## src/rtl/reg_drain.sv

```systemverilog
// ---------------------------------------------------------------------------
// reg_drain
//
// Readout engine for a bank of PE-side registers. A snapshot request copies
// every register value into a shadow buffer in a single cycle, after which the
// buffer is streamed out one element per cycle over a valid/ready interface,
// in index order. Because the stream comes from the shadow copy, the source
// registers may be reloaded while the drain is still running.
//
// Parameters
//   DATA_WIDTH : width of each signed register value
//   NUM_REGS   : number of registers in the bank (>= 1)
//   IDX_WIDTH  : derived index width, max(1, clog2(NUM_REGS))
//
// Ports
//   clk        : clock, rising edge
//   rst        : synchronous active-high reset
//   snap       : capture request, sampled every cycle
//   reg_bus    : flattened register outputs, register i at [i*DW +: DW]
//   busy       : high while streaming (identical to out_valid)
//   out_valid  : output element valid
//   out_ready  : consumer accepts the element
//   out_data   : signed element value
//   out_idx    : register index of out_data
//   out_last   : element is the final one of the snapshot
//   done       : one-cycle pulse after the final handshake of a snapshot
//   snap_drop  : one-cycle pulse after a snap request was ignored
// ---------------------------------------------------------------------------
module reg_drain #(
    parameter  int DATA_WIDTH = 16,
    parameter  int NUM_REGS   = 8,
    localparam int IDX_WIDTH  = (NUM_REGS > 1) ? $clog2(NUM_REGS) : 1
) (
    input  logic                             clk,
    input  logic                             rst,
    input  logic                             snap,
    input  logic [NUM_REGS*DATA_WIDTH-1:0]   reg_bus,
    output logic                             busy,
    output logic                             out_valid,
    input  logic                             out_ready,
    output logic signed [DATA_WIDTH-1:0]     out_data,
    output logic [IDX_WIDTH-1:0]             out_idx,
    output logic                             out_last,
    output logic                             done,
    output logic                             snap_drop
);

    typedef enum logic {
        ST_IDLE   = 1'b0,
        ST_STREAM = 1'b1
    } state_t;

    localparam logic [IDX_WIDTH-1:0] IDX_LAST = IDX_WIDTH'(NUM_REGS - 1);

    // Unpacked view of the incoming register bus.
    logic signed [DATA_WIDTH-1:0] reg_slice [NUM_REGS];

    generate
        for (genvar gi = 0; gi < NUM_REGS; gi++) begin : g_slice
            assign reg_slice[gi] = reg_bus[gi*DATA_WIDTH +: DATA_WIDTH];
        end
    endgenerate

    state_t                       state_q,  state_d;
    logic [IDX_WIDTH-1:0]         idx_q,    idx_d;
    logic signed [DATA_WIDTH-1:0] data_q,   data_d;
    logic signed [DATA_WIDTH-1:0] shadow_q [NUM_REGS];
    logic signed [DATA_WIDTH-1:0] shadow_d [NUM_REGS];
    logic                         done_q,   done_d;
    logic                         drop_q,   drop_d;

    logic                         handshake;
    logic                         final_hs;
    logic                         capture;
    logic [IDX_WIDTH-1:0]         idx_inc;

    // out_data is kept as its own register and preloaded with the next
    // element on every handshake, so no output depends on out_ready or snap
    // through combinational logic.
    always_comb begin
        state_d   = state_q;
        idx_d     = idx_q;
        data_d    = data_q;
        shadow_d  = shadow_q;
        done_d    = 1'b0;
        drop_d    = 1'b0;

        handshake = (state_q == ST_STREAM) && out_ready;
        final_hs  = handshake && (idx_q == IDX_LAST);
        idx_inc   = idx_q + 1'b1;
        // A snap coinciding with the final handshake is honoured, giving
        // back-to-back snapshots without an idle bubble.
        capture   = snap && ((state_q == ST_IDLE) || final_hs);

        case (state_q)
            ST_IDLE: begin
                if (capture) begin
                    state_d = ST_STREAM;
                end
            end
            ST_STREAM: begin
                done_d = final_hs;
                drop_d = snap && !final_hs;
                if (final_hs && !capture) begin
                    state_d = ST_IDLE;
                    idx_d   = '0;
                    data_d  = '0;
                end else if (handshake && !final_hs) begin
                    idx_d  = idx_inc;
                    data_d = shadow_q[idx_inc];
                end
            end
            default: begin
                state_d = ST_IDLE;
            end
        endcase

        if (capture) begin
            shadow_d = reg_slice;
            idx_d    = '0;
            data_d   = reg_slice[0];
        end
    end

    always_ff @(posedge clk) begin
        if (rst) begin
            state_q <= ST_IDLE;
            idx_q   <= '0;
            data_q  <= '0;
            done_q  <= 1'b0;
            drop_q  <= 1'b0;
            for (int i = 0; i < NUM_REGS; i++) begin
                shadow_q[i] <= '0;
            end
        end else begin
            state_q  <= state_d;
            idx_q    <= idx_d;
            data_q   <= data_d;
            done_q   <= done_d;
            drop_q   <= drop_d;
            shadow_q <= shadow_d;
        end
    end

    assign busy      = (state_q == ST_STREAM);
    assign out_valid = (state_q == ST_STREAM);
    assign out_data  = data_q;
    assign out_idx   = idx_q;
    assign out_last  = (state_q == ST_STREAM) && (idx_q == IDX_LAST);
    assign done      = done_q;
    assign snap_drop = drop_q;

endmodule

```

## config.mk

```make
export PLATFORM = sky130hd
export DESIGN_NAME = reg_drain
export DESIGN_NICKNAME = d
export VERILOG_FILES = /design/src/rtl/reg_drain.sv
export SDC_FILE = /design/constraint.sdc
export NUM_CORES = 1
export LEC_CHECK = 0
export BUFFER_PORTS_ARGS = -buffer_cell sky130_fd_sc_hd__buf_2
export CAP_MARGIN = 20
export CORE_UTILIZATION = 45
export DETAILED_ROUTE_END_ITERATION = 10
export GPL_ROUTABILITY_DRIVEN = 0
export PLACE_DENSITY = 0.64
export SYNTH_ARGS = -nofsm -noshare
export SYNTH_HDL_FRONTEND = slang
export SYNTH_SLANG_ARGS = --single-unit
```

## constraint.sdc

```tcl
create_clock -name clk -period 3.2 [get_ports clk]
set_input_delay 0 -clock clk [delete_from_list [all_inputs] [get_ports clk]]
set_output_delay 0 -clock clk [all_outputs]
set_load 0.03 [all_outputs]
```

==> results of run 1 <==
[layer usage]
layer,GRT usage,part of all wire,vias up
li1,-,-,3279
met1,0.358,0.40,3339
met5,0,0,-
met3,0.0608,0.078,35
met4,0.123,0.030,0
met2,0.479,0.49,333
[synth_stat cells]
library cell and number:
nand2_1 3, clkbuf_1 33, buf_8 2, a21oi_1 129, nand3_1 160, mux4_1 3
buf_12 1, nand3b_1 32, nor3b_1 1, inv_2 1, buf_4 19, ha_1 2
a21boi_2 1, mux2i_1 1, o21ai_0 18, mux2i_2 1, nor2_1 1, mux4_2 29
nor2b_1 1, and2_1 2, and3b_1 1, a221oi_1 2, buf_1 3, buf_2 34
dfxtp_1 150, o21ai_1 112, nor3_1 1, a21bo_2 1, and4bb_1 1, nand4_1 16
clkbuf_2 1, buf_6 3
[timing repair]
item                      in CTS  in global routing
hold buffers                 129                  0
buffers inserted               0                  0
hold endpoints to repair     145                  0
[cells in the final DEF, fill, tap and decap left out, drive strengths merged]
| master | Yosys | final |
|---|---|---|
| buf | 62 | 170 |
| nand3 | 160 | 160 |
| dfxtp | 150 | 150 |
| o21ai | 130 | 130 |
| a21oi | 129 | 129 |
| dlygate4sd3 | 0 | 129 |
| nand3b | 32 | 32 |
| mux4 | 32 | 32 |
| clkbuf | 34 | 17 |
| nand4 | 16 | 16 |
| clkinv | 0 | 8 |
| nand2 | 3 | 3 |
| clkinvlp | 0 | 3 |
| bufinv | 0 | 3 |
| and2 | 2 | 2 |
| a221oi | 2 | 2 |
| ha | 2 | 2 |
| mux2i | 2 | 2 |
| a21bo | 1 | 1 |
| a21boi | 1 | 1 |
| and3b | 1 | 1 |
| nor2 | 1 | 1 |
| nor2b | 1 | 1 |
| and4bb | 1 | 1 |
| nor3b | 1 | 1 |
| nor3 | 1 | 1 |
| inv | 1 | 1 |
[power breakdown]
| part | internal, mW | leakage [nW] | switching [mW] |
|---|---|---|---|
| combinational | 0.325 | 2.09 | 0.381 |
| clock | 1.21 | 0.284 | 0.786 |
| sequential | 1.98 | 1.23 | 0.0606 |
[final timing paths]
path	from	cells past startpoint	end	slack (ps)
worst max-delay path	out_idx[0]	6	shadow_q[89]	1010
worst min-delay path	snap	3	shadow_q[126]	100
worst max register to register	out_idx[0]	6	shadow_q[89]	1010
worst min register to register	shadow_q[109]	2	shadow_q[109]	470
[layout make-up]
type	instances	area, µm²
Inverter	1	5.00
Clock inverter	14	160
Sequential cell	150	3000
Timing Repair Buffer	299	2210
Multi-Input combinational cell	518	3340
Fill cell	1223	5330
Clock buffer	17	425
Tap cell	184	230
[worst reg2reg max path: cells and delay by family (launching register included)]
kind                       cells  cell delay [ps]
adders and majority gates      2              480
DFF                            1              320
AOI/OAI and AO/OA              3              730
buffers and inverters          1              590
[registers in the layout (all words and copies together), names as in the netlist]
signal     count
out_idx        3
snap_drop      1
shadow_q     128
busy           1
out_data      16
done           1
[kinds of logic after synthesis]
group	after synthesis	share of synthesized area
mux	34	0.110
simple gates	219	0.176
flops	150	0.437
fa+ha+maj	2	0.00364
buf+inv	97	0.0787
compound gates	263	0.194
==> reports/qor.txt, run 1 <==
full die area - 0.0158 mm²
Syn Inst Count - 765
Worst-Skew Late Latency - 420 ps
row count - 44
worst-path cell chain - ha_1 -> ha_1 -> a21boi_4 -> buf_4 -> o21ai_0 -> a21oi_1
Critical-path top delay cell - buf_4
failing checks - design-rule violations
Hold Slack - 101 ps
RSZ-0062 raised after global routing - false
outcome - complete, but fails checks
maxcap violations - 0
Clock Pin Slew Worst Setup and Hold Paths - 60 ps
Worst-Margin Slew - 1020 ps
Worst path most repeated cell - ha_1
total CTS buffers - 17
CTS tree - yes
vias - 6986
worst path arrival time - 2520 ps
Core Region - 0.0147 mm²
Diodes inserted - 0
Port Buffers - 155
Final Slew Violations - 0
Synth cell types - 32
fmax - 457 MHz
DP HPWL - 13.4 mm
Layout area overhead - 36.5%
Finished Layout Cells - 1183
vias in the first global route - 6850
Syn Area/Cell - 8.98 µm²
fin crit share - 0.684
I/O pin total - 156
DP Area - 0.00750 mm²
Routed WL - 22.4 mm
ratio of cells with drive above 1 in the final layout - 0.235
Synth area leader - dfxtp_1
total negative setup slack - 0 ps
worst hold-check path type - in2reg
clock skew - 8.33 ps
Max-slew headroom - 0.307
Seq/Total Area, Yosys - 0.437
total chip power - 4.74 mW
initial DRC count - 704
DP Worst Slack - 1030 ps
Setup WS post-layout - 1010 ps
CP peak stage delay - 590 ps
Synth area leaders - dfxtp_1 (44%), nand3_1 (12%), mux4_2 (9.5%)
final core occ - 0.638
required time of the critical path - 3540 ps
Root Buffer - clkbuf_16
worst path bufs/invs - 1
clk sinks - 150
die height - 126 µm
Total Nets Final - 1121
CTS max path bufs - 2
Vias/cell - 5.91
Net Count, Synth - 899
final setup vio count - 0
LEAKAGE - 3.61 nW
Mapped Area - 0.00687 mm²
H-tree depth - 4
Initial Utilization - 0.467
largest net degree at the start of global routing - 96
PostCTS Resize Cnt - 0
pwr/cell area - 506 mW/mm²
number of synthesized register bits - 150
global route overflow - 0
Fin. Hold Viols - 0
Worst setup SP type - flip-flop
First-pass DRT Iterations - 9
wire per inst - 19.0 µm
Setup CP Type - reg2reg
gr usage total - 0.287
crit-path leading delay family - compound AO/OA/AOI/OAI gates
placed cell count - 1023
YS warnings - 0
final instance area - 0.00937 mm²
Die W - 126 µm
CP max FO - 73
Peak VDD IR - 367 µV
initial antenna violation count - 0
wire length of the first global-routing pass - 35.1 mm
critical path endpoint category - flip-flop
Synth top area share - 0.437
clock period minus worst slack - 2190 ps
number of remaining DRC errors - 11
Final ANT Viol Nets - 0
Power figures use the tool's default switching activity.
==> run 2, diff against run 1 <==
--- a/config.mk
+++ b/config.mk
@@ -10,7 +10,7 @@
 export CORE_UTILIZATION = 45
 export DETAILED_ROUTE_END_ITERATION = 10
 export GPL_ROUTABILITY_DRIVEN = 0
-export PLACE_DENSITY = 0.64
+export PLACE_DENSITY = 0.67
 export SYNTH_ARGS = -nofsm -noshare
 export SYNTH_HDL_FRONTEND = slang
 export SYNTH_SLANG_ARGS = --single-unit
==> constraint.sdc (replaced) <==
create_clock -name clk -period 2 [get_ports clk]
set_input_delay 0 -clock clk [delete_from_list [all_inputs] [get_ports clk]]
set_output_delay 0 -clock clk [all_outputs]
set_load 0.03 [all_outputs]
==> run 2 against run 1 <==
  * The flow still finishes with violations (design-rule violations)
  * Design area up 2.4%
  * Clock power up 52%
  * Utilization up 1.5 points
  * Register-to-register slack worse by 930 ps
  * Highest routed layer unchanged
==> reports/qor.txt, run 2 (synthesized netlist as in run 1, its figures left out) <==
Worst setup SP type - flip-flop
most common cell after layout, fill and taps aside - nand3_1
final setup vio count - 0
worst hold-check path type - in2reg
CTS max path bufs - 2
clock period minus worst slack - 1910 ps
Routed WL - 23.0 mm
max FFs per register - 128
Root Buffer - clkbuf_16
Worst-Margin Slew - 836 ps
Final Slew Violations - 0
total chip power - 7.50 mW
Max-slew headroom - 0.443
maxcap violations - 0
Finished Layout Cells - 1202
commonest non-fill, non-tap cells in the layout - nand3_1 (160), buf_2 (153), dfxtp_1 (149), dlygate4sd3_1 (131), a21oi_1 (129)
hold depth - 4
I/O pin total - 156
Hold Slack - 376 ps
placed cell count - 1039
total CTS buffers - 17
Diodes inserted - 0
Final ANT Viol Nets - 0
wire length of the first global-routing pass - 36.0 mm
full die area - 0.0158 mm²
fin crit share - 0.957
final instance area - 0.00960 mm²
Worst-Skew Late Latency - 420 ps
Setup CP Type - reg2reg
Initial Utilization - 0.467
vias in the first global route - 6777
Core Region - 0.0147 mm²
Die W - 126 µm
largest reg by FF count - shadow_q
fmax - 522 MHz
worst path arrival time - 2210 ps
Peak VDD IR - 619 µV
Clock Pin Slew Worst Setup and Hold Paths - 60 ps
wire per inst - 19.2 µm
DP HPWL - 14.0 mm
Total Nets Final - 1139
DP Area - 0.00773 mm²
die height - 126 µm
Port Buffers - 155
number of remaining DRC errors - 13
CTS tree - yes
vias - 7074
largest net degree at the start of global routing - 78
pwr/cell area - 781 mW/mm²
failing checks - design-rule violations
initial DRC count - 716
Layout area overhead - 39.8%
R2R cell count - 6
clk sinks - 150
initial antenna violation count - 0
global route overflow - 0
outcome - complete, but fails checks
Vias/cell - 5.89
clock skew - 7.88 ps
row count - 44
required time of the critical path - 2300 ps
RSZ-0062 raised after global routing - false
Fin. Hold Viols - 0
total negative setup slack - 0 ps
First-pass DRT Iterations - 10
ratio of cells with drive above 1 in the final layout - 0.247
CP max FO - 27
LEAKAGE - 3.72 nW
gr usage total - 0.295
critical path endpoint category - flip-flop
H-tree depth - 4
PostCTS Resize Cnt - 0
## run 2: cell count changes in the layout (fill, tap and decap cells not counted), sizes merged
cell         before  now
buf             170  186
bufinv            3    1
clkbuf           17   20
dlygate4sd3     129  131
## run 2: what timing repair did
item,in CTS,in global routing
hold endpoints to repair,145,0
hold buffers,131,0
setup buffers,0,0
## run 2: path summary, 6_finish.rpt
kind                              startpoint           end  slack, ps
worst min-delay path            reg_bus[108]  shadow_q[28]        380
worst max-delay path              out_idx[0]   out_data[6]         90
worst max register to register    out_idx[0]   out_data[6]         90
worst min register to register  shadow_q[93]  shadow_q[93]        480
## run 2: where the power goes
part           total [mW]  switching (mW)  internal [mW]
registers            3.27           0.108           3.16
clock network        3.04            1.27           1.77
logic                1.19           0.620          0.569
total                7.50            2.00           5.50
## run 2: through the flow
stage                     utilization  setup slack [ps]
after global routing            0.653              1.74
final                           0.653              85.7
after global placement          0.526               115
after detailed placement        0.526              88.8
after floorplan                     -              27.4
after CTS                       0.653              82.9
## run 2: layer usage
metal  GRT usage  part of all wire  vias up
li1            -                 -     3327
met1       0.377              0.42     3351
met4       0.105             0.026        0
met3      0.0612             0.072       45
met2       0.493              0.48      351
met5           0                 0        -
## run 2: layout make-up
class / instances / area [µm²]
inverters: 1 / 5.00
fillers: 1179 / 5100
well taps: 184 / 230
multi-input cells: 518 / 3340
clock inverters: 12 / 104
clock buffers: 20 / 457
repair buffers: 317 / 2460
flip-flops and latches: 150 / 3000
## run 2: worst max-delay path: stages (launching register included)
cell and delay (ps):
dfxtp_2 330, ha_1 190, ha_1 330, buf_12 220, mux4_2 530, nand3b_1 100, nand4_1 90
